==> src/rtl/alb_pkg.sv <==
// Shared definitions for the 4-bit ALB slice and its word sequencer.
package alb_pkg;

  localparam int unsigned NIB_W = 4;

  localparam logic [1:0] OP_OR   = 2'b00;
  localparam logic [1:0] OP_ADD  = 2'b01;
  localparam logic [1:0] OP_ANDN = 2'b10;
  localparam logic [1:0] OP_SUB  = 2'b11;

  typedef enum logic [1:0] {
    IDLE  = 2'd0,
    ISSUE = 2'd1,
    STEP  = 2'd2
  } seq_state_e;

  // Nibble add with carry-in; bit NIB_W is the carry-out.
  function automatic logic [NIB_W:0] nib_add(input logic [NIB_W-1:0] r,
                                             input logic [NIB_W-1:0] s,
                                             input logic             ci);
    nib_add = {1'b0, r} + {1'b0, s} + {{NIB_W{1'b0}}, ci};
  endfunction

endpackage

==> src/rtl/alb_word_seq.sv <==
// Word-wide operation sequencer driving one ALB slice nibble by nibble, LSN first.
module alb_word_seq
  import alb_pkg::*;
#(
  parameter int unsigned NIB = 4
) (
  input  logic                 clk,
  input  logic                 reset_n,
  input  logic                 start,
  input  logic [1:0]           op,
  input  logic [NIB_W*NIB-1:0] a_in,
  input  logic [NIB_W*NIB-1:0] b_in,
  input  logic                 ci_in,
  output logic                 ready,
  output logic                 done,
  output logic [NIB_W*NIB-1:0] result,
  output logic                 co,
  output logic                 vo,
  output logic                 no,
  output logic                 zo,
  output logic [NIB_W-1:0]     alb_r_in,
  output logic [NIB_W-1:0]     alb_s_in,
  output logic                 alb_ci,
  output logic [1:0]           alb_i,
  input  logic [NIB_W-1:0]     alb_f,
  input  logic                 alb_co,
  input  logic                 alb_vo
);

  localparam int unsigned W     = NIB_W * NIB;
  localparam int unsigned IDX_W = (NIB > 1) ? $clog2(NIB) : 1;
  localparam logic [IDX_W-1:0] LAST = IDX_W'(NIB - 1);

  typedef logic [NIB-1:0][NIB_W-1:0] word_t;

  seq_state_e       state_q, state_d;
  logic [IDX_W-1:0] idx_q, idx_d;
  logic [IDX_W-1:0] nxt;
  logic [1:0]       op_q, op_d;
  word_t            a_q, a_d;
  word_t            b_q, b_d;
  logic             ci_q, ci_d;
  word_t            res_q, res_d;
  logic             zacc_q, zacc_d;
  logic             done_q, done_d;
  logic [W-1:0]     result_q, result_d;
  logic             co_q, co_d;
  logic             vo_q, vo_d;
  logic             no_q, no_d;
  logic             zo_q, zo_d;

  assign ready  = (state_q == IDLE);
  assign done   = done_q;
  assign result = result_q;
  assign co     = co_q;
  assign vo     = vo_q;
  assign no     = no_q;
  assign zo     = zo_q;

  // State and datapath registers; reset abandons any operation in flight.
  always_ff @(posedge clk) begin
    if (!reset_n) begin
      state_q  <= IDLE;
      idx_q    <= '0;
      op_q     <= OP_OR;
      a_q      <= '0;
      b_q      <= '0;
      ci_q     <= 1'b0;
      res_q    <= '0;
      zacc_q   <= 1'b0;
      done_q   <= 1'b0;
      result_q <= '0;
      co_q     <= 1'b0;
      vo_q     <= 1'b0;
      no_q     <= 1'b0;
      zo_q     <= 1'b0;
    end else begin
      state_q  <= state_d;
      idx_q    <= idx_d;
      op_q     <= op_d;
      a_q      <= a_d;
      b_q      <= b_d;
      ci_q     <= ci_d;
      res_q    <= res_d;
      zacc_q   <= zacc_d;
      done_q   <= done_d;
      result_q <= result_d;
      co_q     <= co_d;
      vo_q     <= vo_d;
      no_q     <= no_d;
      zo_q     <= zo_d;
    end
  end

  // Next-state, nibble mux and ALB drive; carry ripples through alb_co -> alb_ci.
  always_comb begin
    state_d  = state_q;
    idx_d    = idx_q;
    op_d     = op_q;
    a_d      = a_q;
    b_d      = b_q;
    ci_d     = ci_q;
    res_d    = res_q;
    zacc_d   = zacc_q;
    done_d   = 1'b0;
    result_d = result_q;
    co_d     = co_q;
    vo_d     = vo_q;
    no_d     = no_q;
    zo_d     = zo_q;
    nxt      = '0;
    alb_r_in = '0;
    alb_s_in = '0;
    alb_ci   = 1'b0;
    alb_i    = 2'b00;

    case (state_q)
      IDLE: begin
        if (start) begin
          op_d    = op;
          a_d     = a_in;
          b_d     = b_in;
          ci_d    = ci_in;
          state_d = ISSUE;
        end
      end

      ISSUE: begin
        alb_r_in = a_q[0];
        alb_s_in = b_q[0];
        alb_ci   = ci_q;
        alb_i    = op_q;
        idx_d    = '0;
        zacc_d   = 1'b1;
        state_d  = STEP;
      end

      STEP: begin
        alb_i         = op_q;
        res_d[idx_q]  = alb_f;
        zacc_d        = zacc_q & (alb_f == '0);
        if (idx_q != LAST) begin
          nxt      = idx_q + IDX_W'(1);
          alb_r_in = a_q[nxt];
          alb_s_in = b_q[nxt];
          alb_ci   = alb_co;
          idx_d    = nxt;
        end else begin
          result_d = res_d;
          co_d     = alb_co;
          vo_d     = alb_vo;
          no_d     = alb_f[NIB_W-1];
          zo_d     = zacc_d;
          done_d   = 1'b1;
          idx_d    = '0;
          state_d  = IDLE;
        end
      end

      default: begin
        state_d = IDLE;
        idx_d   = '0;
      end
    endcase
  end

endmodule

==> config.mk <==
export PLATFORM = sky130hd
export DESIGN_NAME = alb_word_seq
export DESIGN_NICKNAME = d
export VERILOG_FILES = /design/src/rtl/alb_pkg.sv /design/src/rtl/alb_word_seq.sv
export SDC_FILE = /design/constraint.sdc
export NUM_CORES = 1
export LEC_CHECK = 0
export CAP_MARGIN = 20
export CORE_ASPECT_RATIO = 1.5
export CORE_MARGIN = 5
export CORE_UTILIZATION = 35
export DETAILED_ROUTE_END_ITERATION = 6
export SLEW_MARGIN = 0
export SYNTH_ARGS = -nofsm -noshare
export SYNTH_HDL_FRONTEND = slang
export SYNTH_SLANG_ARGS = --single-unit
==> constraint.sdc <==
create_clock -name clk -period 6.02 [get_ports clk]
set_clock_uncertainty 0.1 [all_clocks]
set_input_delay 0.602 -clock clk [delete_from_list [all_inputs] [get_ports clk]]
set_output_delay 0.602 -clock clk [all_outputs]
set_load 0.01 [all_outputs]
* Yosys cells after proc, flatten, opt, wreduce, memory -nomap -nowiden
Index checks and enable logic that the tools add are counted.
** Operators by class
- Add/sub/neg operators :: 1
- Multiply operators :: 0
- Shift-type cells :: 0
- Reductions and logical operators :: 9
- Divide/modulo/power cells :: 0
- Magnitude comparators :: 3
- Bitwise gates (word level) :: 2
- Eq/ne operators :: 5
- Muxes and demuxes :: 21
** Operators by type and width (number)
- two-way mux 4 bit :: 5
- binary-select mux 4 bit (select 2 bit) :: 2
- bitwise mux 16 bit :: 1
- one-hot mux 4 bit (2 select lines) :: 2
- demux 4 bit (select 2 bit) :: 1
- two-way mux 2 bit :: 4
- AND reduction 2 bit :: 4
- < comparator 2 x 3 -> 1 bit (second input constant) :: 2
- inequality test 2 bit (second input constant) :: 3
- one-hot mux 2 bit (3 select lines) :: 1
- logical NOT 4 bit :: 1
- one-hot mux 1 bit (2 select lines) :: 2
- one-hot mux 2 bit (2 select lines) :: 1
- adder 2 x 1 -> 2 bit (second input constant) :: 1
- equality test 2 x 1 -> 1 bit (second input constant) :: 1
- equality test 2 bit (second input constant) :: 1
- >= comparator 2 x 1 -> 1 bit (second input constant) :: 1
- logical NOT 2 bit :: 1
- two-way mux 1 bit :: 2
- nonzero test 2 bit :: 1
- OR reduction 2 bit :: 1
- bitwise AND 1 bit :: 1
- logical AND 1 bit :: 1
- inverter 1 bit :: 1
** Word-level totals
- Bits in writable memories :: 0
- Latch bits :: 0
- Logic and storage cells :: 64
- Output and inout port bits :: 33
- Memories :: 0
- ROM bits :: 0
- Input bits :: 44
- Register bits after elaboration :: 77

* Longest topological paths before layout
Gate-level depths: netlist (run 1).
- Word-level depth :: 5
- Mapped depth :: 7
- Gate-level depth less buffers :: 5

* Worst setup path after synthesis (run 1)
OpenSTA, ideal clock, no wires.
- Path kind :: reg-to-output
- Start point :: reg idx_q[0]
- End point :: out alb_r_in[0]
- Buffers on the path :: 2
- Data required time :: 5.318 ns
- Setup slack :: 3.636 ns
- Arrival time :: 1.682 ns
- Stages on the path, launching flop included :: 7
- Cell sequence :: dfxtp_1 -> inv_1 -> ha_1 -> buf_6 -> buf_6 -> mux2_1 -> a221o_1
** On the way
- Longest elaborated chain between the ends :: 5
** RTL lines
- start, declared :: line alb_word_seq.sv:37 : logic [IDX_W-1:0] idx_q, idx_d;
- start signal, assigned :: line alb_word_seq.sv:79 : idx_q <= idx_d;
- adder 2 x 1 -> 2 bit :: line alb_word_seq.sv:143 : nxt = idx_q + IDX_W'(1);
- binary-select mux 4 bit (select 2 bit) :: line alb_word_seq.sv:144 : alb_r_in = a_q[nxt];
- two-way mux 4 bit (implied by the code) :: line alb_word_seq.sv:144
- two-way mux 4 bit (*) :: line alb_word_seq.sv:142 : if (idx_q != LAST) begin
- one-hot mux 4 bit (2 select lines) (*) :: line alb_word_seq.sv:117 : case (state_q)
- end, declared :: line alb_word_seq.sv:21 : output logic [NIB_W-1:0] alb_r_in,
Every way passes the cells marked *; elsewhere a longest branch is shown, timed or not. The select of a mux whose other input is x is not followed.

* Worst setup path in the final report (run 1)
- Start point :: reg state_q[0]
- End point :: out alb_s_in[0]
** On the way
- Longest elaborated chain between the ends :: 2
** RTL lines
- start, declared :: line alb_word_seq.sv:36 : seq_state_e state_q, state_d;
- start signal, assigned :: line alb_word_seq.sv:78 : state_q <= state_d;
- equality test 2 bit or equality test 2 x 1 -> 1 bit (tied branches) :: line alb_word_seq.sv:117
- one-hot mux 4 bit (2 select lines) (*) :: line alb_word_seq.sv:117
- end, declared :: line alb_word_seq.sv:22 : output logic [NIB_W-1:0] alb_s_in,
Every way passes the cells marked *; elsewhere a longest branch is shown, timed or not.

==> results.toml, run 1 <==
[run_status]
status = "complete, no violations"

[power]
vdd_drop_max_mv = 0.168
leakagePower_nw = 1.51
p_per_area_mw_per_mm2 = 304

[sta]
report.final.slew_viol_count = 0
relSlewSlack = 0.429
hold_viol = 0
clock.fmax_mhz = 269
rsz0062_at_grt = "false"
tns_ns = 0
fin_crit_ns = 3.71
finalSetupViolCount = 0
fin_ws_ns = 2.31
tightest_slew_ns = 0.855
finalCritPeriodShare = 0.617
whs_ns = 0.343

[critical_path]
crit_family = "simple AND/OR/NAND/NOR gates"
slowest_delay_ns = 0.61
reg2reg_from = "state_q[0]$_SDFFE_PN0P_"
worstPathMaxFanout = 22
crit_path_top_delay_cell = "ha_1"
cp.required_ns = 5.32
start_kind = "flop"
ff2ff_setup_slack_ns = 3.73
r2r-end = "no$_SDFFE_PN0P_"
end_kind = "primary output"
path_cells = "inv_1, ha_1, nor2b_1, and3_1, a221o_1, clkdlybuf4s50_1"
arrival_ns = 3.01
crit_type = "reg2out"
crit_buf_inv = 2
r2r_cells = 5

[drt]
viasPerCell = 4.98
wl_mm = 7.76
drc = 0
first_iter_violations = 110
drt-wirelength-per-cell_um = 14.3
ant_nets = 0
via_count = 2709
dr.pass1.iters = 4

[yosys]
synthAdderAreaFrac = 0.0359
muxShareOfSynthArea = 0.0926
netlist_area_mm2 = 0.00314
synth.avg_cell_area_um2 = 8.47
synthXorXnorAreaFrac = 0
yosys.area_share.simple = 0.193
yosysWarnings = 0
yosysUniqueCellTypes = 28
synth_compound_area_frac = 0.160
syn_inst = 370
synth_fp_nets = 423
synth_top_family_by_area = "simple AND/OR/NAND/NOR gates"
ys_ff_latch = 73
seq_area_frac_synth = 0.466

[clock_tree]
cts_setup_buffers = 0
numCtsBuffers = 9
cts.repair.resized = 0
h-tree-depth = 3
clock_sinks = 73
clockRootBuffer = "clkbuf_16"
clk_pin_slew_ns = 0.06
ctsLongestPathBuffers = 2
cts_hold_buf = 0
cts_tree = "yes"
clk_latency_ns = 0.33

[min_path]
worstHoldStart = "zo$_SDFFE_PN0P_"
worstHoldEndpoint = "zo$_SDFFE_PN0P_"
hp-class = "reg2reg"
hold_depth = 2

[flow_run]
maxCapViolations = 0

[finish]
num-fill-cells = 865
synthToLayoutAreaGrowth_pct = 34.3
num_antenna_cells = 0
multi_input_area_mm2 = 0.00151
finalNetCount = 482
final_common_cell = "nand2_1"
mostFrequentLayoutCells = "nand2_1 (101), clkdlybuf4s50_1 (76), dfxtp_1 (73)"
final_layout_size_suffix_gt1_frac = 0.0461
ff_latch_area_mm2 = 0.00146

[global_route]
antenna_found_initial = 0
grt_pass1_wl_mm = 12.7
grt.overflow.total = 0
grt_max_degree = 52
grt_util_all_layers = 0.145
grt_pass1_vias = 2683

[die]
row_count = 42
start_util = 0.357
die-area_mm2 = 0.0110
fp.dieH_um = 126
core_mm2 = 0.00878
ioPinCount = 77
dieWidth_um = 87.3

[place]
pre_cts_slack_ns = 2.67
port_buffers = 76
post-dp-hpwl_mm = 5.45
gp_congestion = 0.790
==> cell usage after synthesis (all sizes together) <==
| master | number | area (µm²) |
|---|---|---|
| a22o | 7 | 61.3 |
| or4 | 1 | 7.51 |
| inv | 6 | 22.5 |
| mux2i | 20 | 200 |
| ha | 9 | 113 |
| nor2b | 11 | 68.8 |
| and2 | 4 | 25.0 |
| nand2b | 3 | 18.8 |
| clkbuf | 15 | 56.3 |
| buf | 15 | 86.3 |
| a21oi | 51 | 255 |
| a31oi | 1 | 6.26 |
| a22oi | 1 | 7.51 |
| and4b | 1 | 10.0 |
| a221o | 8 | 80.1 |
| or3 | 1 | 6.26 |
| mux2 | 8 | 90.1 |
| o21ai | 16 | 80.1 |
| and3 | 1 | 6.26 |
| dfxtp | 73 | 1460 |
| a21boi | 1 | 11.3 |
| nand3b | 1 | 7.51 |
| nand3 | 15 | 75.1 |
| nand2 | 101 | 379 |
==> layer usage <==
layer	global-route usage	vias to the layer above	share of wire
li1	-	1364	-
met1	0.161	1260	0.42
met2	0.256	71	0.50
met3	0.0301	14	0.054
met4	0.0696	0	0.020
met5	0	-	0
==> how the worst max path moves through the flow <==
stage	from	to	slack, ns	depth (start not counted)
floorplan	idx_q[0]$_SDFFE_PN0P_	alb_r_in[0]	3.64	6
global placement	state_q[0]$_SDFFE_PN0P_	alb_r_in[2]	2.74	6
detailed placement	state_q[0]$_SDFFE_PN0P_	alb_s_in[0]	2.67	6
CTS	state_q[0]$_SDFFE_PN0P_	alb_r_in[2]	2.31	6
global route	state_q[0]$_SDFFE_PN0P_	alb_s_in[0]	2.12	6
finish	state_q[0]$_SDFFE_PN0P_	alb_s_in[0]	2.31	6
==> area by class of cell <==
cell class	instances	area share
Multi-Input combinational cell	261	0.358
Inverter	6	0.00535
Clock buffer	10	0.0544
Tap cell	110	0.0327
Clock inverter	6	0.0160
Timing Repair Buffer	78	0.186
Sequential cell	73	0.347
==> metrics by stage <==
stage               utilization  power (mW)  area (µm²)  cells
global placement          0.444       0.757        3900    527
detailed placement        0.446       0.769        3910    528
CTS                       0.480        1.30        4210    544
floorplan                     -       0.686        3140    370
global route              0.480        1.34        4210    544
finish                    0.480        1.28        4210    544
==> sequential cells by signal (all words and copies together), names as in the netlist <==
signal / cells
a_q: 16
result: 16
b_q: 16
op_q: 2
zacc_q: 1
ci_q: 1
zo: 1
co: 1
done: 1
state_q: 2
idx_q: 2
no: 1
res_q: 12
vo: 1
==> power breakdown <==
group / total [mW] / internal [mW] / switching (mW) / leakage (nW)
registers: 0.540 / 0.519 / 0.0213 / 0.594
clock network: 0.523 / 0.322 / 0.201 / 0.139
logic: 0.218 / 0.0931 / 0.125 / 0.775
==> worst register-to-register path: stages (launching register included) <==
cell	delay (ns)
dfxtp_1	0.34
inv_1	0.12
ha_1	0.61
nand3_1	0.59
inv_2	0.31
a22o_1	0.16
==> logic make-up after synthesis <==
kind of cell    after synthesis
compound gates               85
fa+ha+maj                     9
buf+inv                      36
flops                        73
mux                          28
simple gates                139
Power figures use the tool's default switching activity.
==> run 2, diff against run 1 <==
clock period = 3.2 ns   (was 6.02 ns; I/O delays follow)
==> run 2 against run 1 <==
Compared with the run above:
- combinational power up 84%
- non-clock buffer count rose by 2
- wire length decreased by 2.5%
- largest power group unchanged
- critical endpoint unchanged
- register-to-register slack got worse by 2.5 ns
- critical path type unchanged
- via count rose by 0.81%
- clock power rose by 84%
- final area grew 0.12%
==> results.toml, run 2 (synthesis gave the netlist of run 1 again) <==
[run_status]
status = "complete, no violations"

[place]
gp_congestion = 0.808
post-dp-hpwl_mm = 5.30
pre_cts_slack_ns = 0.525
port_buffers = 76

[drt]
ant_nets = 0
drc = 0
viasPerCell = 5.00
drt-wirelength-per-cell_um = 13.8
dr.pass1.iters = 6
wl_mm = 7.56
via_count = 2731
first_iter_violations = 81

[clock_tree]
clk_latency_ns = 0.33
ctsLongestPathBuffers = 2
cts_hold_buf = 0
clockRootBuffer = "clkbuf_16"
clock_sinks = 73
cts_tree = "yes"
clk_pin_slew_ns = 0.05
cts_setup_buffers = 0
numCtsBuffers = 9
cts.repair.resized = 0
h-tree-depth = 3

[finish]
final_common_cell = "nand2_1"
finalNetCount = 484
num-fill-cells = 880
final_layout_size_suffix_gt1_frac = 0.0505
synthToLayoutAreaGrowth_pct = 34.4
num_antenna_cells = 0
mostFrequentLayoutCells = "nand2_1 (101), clkdlybuf4s50_1 (76), dfxtp_1 (73)"

[critical_path]
worstPathMaxFanout = 17
start_kind = "flop"
cp.required_ns = 2.78
arrival_ns = 2.60
ff2ff_setup_slack_ns = 1.23
end_kind = "primary output"
crit_type = "reg2out"

[min_path]
hp-class = "reg2reg"

[sta]
report.final.slew_viol_count = 0
finalCritPeriodShare = 0.943
finalSetupViolCount = 0
fin_crit_ns = 3.02
relSlewSlack = 0.423
rsz0062_at_grt = "false"
tns_ns = 0
tightest_slew_ns = 0.864
clock.fmax_mhz = 331
hold_viol = 0
fin_ws_ns = 0.182

[flow_run]
maxCapViolations = 0

[die]
fp.dieH_um = 126
row_count = 42
die-area_mm2 = 0.0110
core_mm2 = 0.00878
start_util = 0.357
ioPinCount = 77
dieWidth_um = 87.3

[global_route]
grt_util_all_layers = 0.144
antenna_found_initial = 0
grt_max_degree = 52
grt_pass1_wl_mm = 12.6
grt_pass1_vias = 2711
grt.overflow.total = 0

[power]
leakagePower_nw = 1.53
p_per_area_mw_per_mm2 = 564
vdd_drop_max_mv = 0.276
run 2: where the power goes:
group | total, mW | internal, mW | switching (mW)
registers | 1.01 | 0.977 | 0.0376
clock network | 0.962 | 0.607 | 0.355
logic | 0.401 | 0.173 | 0.228
run 2: cell type report:
type | instances | area (µm²) | area share
Multi-Input combinational cell | 261 | 1510 | 0.358
Clock buffer | 14 | 284 | 0.0674
Clock inverter | 2 | 10.0 | 0.00237
Timing Repair Buffer | 80 | 791 | 0.188
Inverter | 6 | 22.5 | 0.00534
Sequential cell | 73 | 1460 | 0.347
Tap cell | 110 | 138 | 0.0327
run 2: per-layer routing:
| layer | vias up | GRT usage | part of all wire |
|---|---|---|---|
| met5 | - | 0 | 0 |
| met1 | 1272 | 0.172 | 0.42 |
| met2 | 70 | 0.238 | 0.50 |
| met4 | 0 | 0.0714 | 0.029 |
| met3 | 16 | 0.0359 | 0.056 |
| li1 | 1373 | - | - |
run 2: critical path, stage by stage, from the launching register on:
cell             delay (ns)
dfxtp_1                0.40
inv_1                  0.10
ha_1                   0.28
buf_4                  0.27
mux2_1                 0.36
a221o_1                0.36
clkdlybuf4s50_1        0.49
run 2: path summary, 6_finish.rpt:
path	start	endpoint	cells after the start
setup reg to reg	state_q[0]$_SDFFE_PN0P_	co$_SDFFE_PN0P_	5
hold reg to reg	result[4]$_SDFFE_PN0P_	result[4]$_SDFFE_PN0P_	2
setup / recovery	idx_q[0]$_SDFFE_PN0P_	alb_s_in[0]	6
hold / removal	result[4]$_SDFFE_PN0P_	result[4]$_SDFFE_PN0P_	2
run 2: through the flow:
stage / util / cells / total power [mW] / instance area, µm² / hold slack (ns)
after floorplan: - / 370 / 1.29 / 3140 / 0.332
final: 0.480 / 546 / 2.38 / 4220 / 0.344
after detailed placement: 0.447 / 530 / 1.44 / 3920 / 0.341
after CTS: 0.480 / 546 / 2.41 / 4220 / 0.349
after global placement: 0.447 / 530 / 1.43 / 3920 / 0.340
after global routing: 0.480 / 546 / 2.51 / 4220 / 0.364
==> run 3, diff against run 2 <==
CORE_MARGIN = 2   (was 5)
SLEW_MARGIN = default   (was 0)
clock period = 3.7 ns   (was 3.2 ns; I/O delays follow)
==> run 3 against run 2 <==
Compared with the run above:
- final cell count up 0.18%
- worst setup slack better by 0.28 ns
- via count down 1.4%
- global-route usage up 2.0 points
- utilization up 0.27 points
- wire length about the same
- sequential share of layout area down 0.19 points
- combinational power down 9.5%
- critical endpoint unchanged
- highest routed layer unchanged
==> results.toml, run 3 (synthesis gave the netlist of run 1 again) <==
[critical_path]
ff2ff_setup_slack_ns = 1.62
worstPathMaxFanout = 10
reg2reg_from = "state_q[0]$_SDFFE_PN0P_"
arrival_ns = 2.77
r2r-end = "b_q[14]$_SDFFE_PN0P_"
cp.required_ns = 3.23
crit_type = "reg2out"
end_kind = "primary output"
r2r_cells = 6
start_kind = "flop"

[drt]
drc = 0
viasPerCell = 4.93
first_iter_violations = 97
via_count = 2694
dr.pass1.iters = 4
ant_nets = 0
drt-wirelength-per-cell_um = 13.8
wl_mm = 7.56

[sta]
finalCritPeriodShare = 0.876
rsz0062_at_grt = "false"
hold_viol = 0
fin_crit_ns = 3.24
tns_ns = 0
tightest_slew_ns = 0.870
relSlewSlack = 0.419
report.final.slew_viol_count = 0
finalSetupViolCount = 0
clock.fmax_mhz = 309

[place]
post-dp-hpwl_mm = 5.49
port_buffers = 76
gp_congestion = 0.759
dp_cells = 531
dpl_cell_area_mm2 = 0.00395

[clock_tree]
h-tree-depth = 3
clockRootBuffer = "clkbuf_16"
clk_pin_slew_ns = 0.05
clk_latency_ns = 0.33
cts_hold_buf = 0
clock_sinks = 73
ctsLongestPathBuffers = 2
cts_setup_buffers = 0
numCtsBuffers = 9
cts_tree = "yes"
cts.repair.resized = 0

[global_route]
grt_max_degree = 52
grt_util_all_layers = 0.165
grt.overflow.total = 0
antenna_found_initial = 0
grt_pass1_vias = 2549
grt_pass1_wl_mm = 12.2

[min_path]
worstHoldStart = "result[1]$_SDFFE_PN0P_"
hp-class = "reg2reg"
hold_depth = 2
worstHoldEndpoint = "result[1]$_SDFFE_PN0P_"

[finish]
final_common_cell = "nand2_1"
final_layout_size_suffix_gt1_frac = 0.0481
layout.cells.non_filler = 547
mostFrequentLayoutCells = "nand2_1 (101), clkdlybuf4s50_1 (76), dfxtp_1 (73)"
num_antenna_cells = 0
synthToLayoutAreaGrowth_pct = 35.2
final_area_mm2 = 0.00424
finalNetCount = 485
num-fill-cells = 872

[die]
die-area_mm2 = 0.00975
core_mm2 = 0.00878
fp.dieH_um = 120
ioPinCount = 77
dieWidth_um = 81.3
start_util = 0.357
row_count = 42

[power]
vdd_drop_max_mv = 0.277
leakagePower_nw = 1.53
p_per_area_mw_per_mm2 = 491
total_power_mw = 2.08

[run_status]
status = "complete, no violations"

[flow_run]
maxCapViolations = 0
==> run 3: final cells by class <==
class | instances | area, µm² | share of cell area
Clock buffer | 13 | 250 | 0.0590
Clock inverter | 3 | 40.0 | 0.00945
Inverter | 6 | 22.5 | 0.00531
Multi-Input combinational cell | 261 | 1510 | 0.356
Sequential cell | 73 | 1460 | 0.345
Tap cell | 110 | 138 | 0.0325
Timing Repair Buffer | 81 | 818 | 0.193
==> run 3: where the power goes <==
| part | switching, mW | leakage, nW | internal, mW |
|---|---|---|---|
| combinational | 0.202 | 0.797 | 0.161 |
| sequential | 0.0343 | 0.594 | 0.845 |
| clock | 0.302 | 0.144 | 0.538 |
| total | 0.538 | 1.53 | 1.54 |
==> run 3: through the flow <==
step	setup slack (ns)	hold WS (ns)	util
floorplan	1.55	0.332	-
global placement	0.881	0.340	0.447
detailed placement	0.791	0.343	0.450
CTS	0.441	0.350	0.483
global route	0.359	0.366	0.483
finish	0.460	0.345	0.483
==> run 3: metal layers <==
| layer | part of all wire | up-vias | global-route usage | routed length [µm] |
|---|---|---|---|---|
| met1 | 0.41 | 1243 | 0.186 | 3130 |
| li1 | - | 1372 | - | - |
| met4 | 0.027 | 0 | 0.0847 | 205 |
| met5 | 0 | - | 0 | 0 |
| met3 | 0.038 | 14 | 0.0278 | 284 |
| met2 | 0.52 | 65 | 0.288 | 3950 |
==> run 3: critical path, stage by stage (launching register included) <==
cell and delay, ns:
dfxtp_1 0.41, inv_1 0.11, ha_1 0.48, buf_4 0.27, mux2_1 0.34, a221o_1 0.35
clkdlybuf4s50_1 0.49
==> run 3: how the worst max path moves through the flow <==
stage | start | to | slack, ns | cells after the start
2_1_floorplan | idx_q[0]$_SDFFE_PN0P_ | alb_r_in[0] | 1.55 | 6
3_3_place_gp | idx_q[0]$_SDFFE_PN0P_ | alb_s_in[0] | 0.88 | 6
3_5_place_dp | idx_q[0]$_SDFFE_PN0P_ | alb_s_in[0] | 0.79 | 6
4_1_cts | idx_q[0]$_SDFFE_PN0P_ | alb_s_in[0] | 0.44 | 6
5_1_grt | idx_q[0]$_SDFFE_PN0P_ | alb_r_in[3] | 0.36 | 6
6_report | idx_q[0]$_SDFFE_PN0P_ | alb_s_in[0] | 0.46 | 6
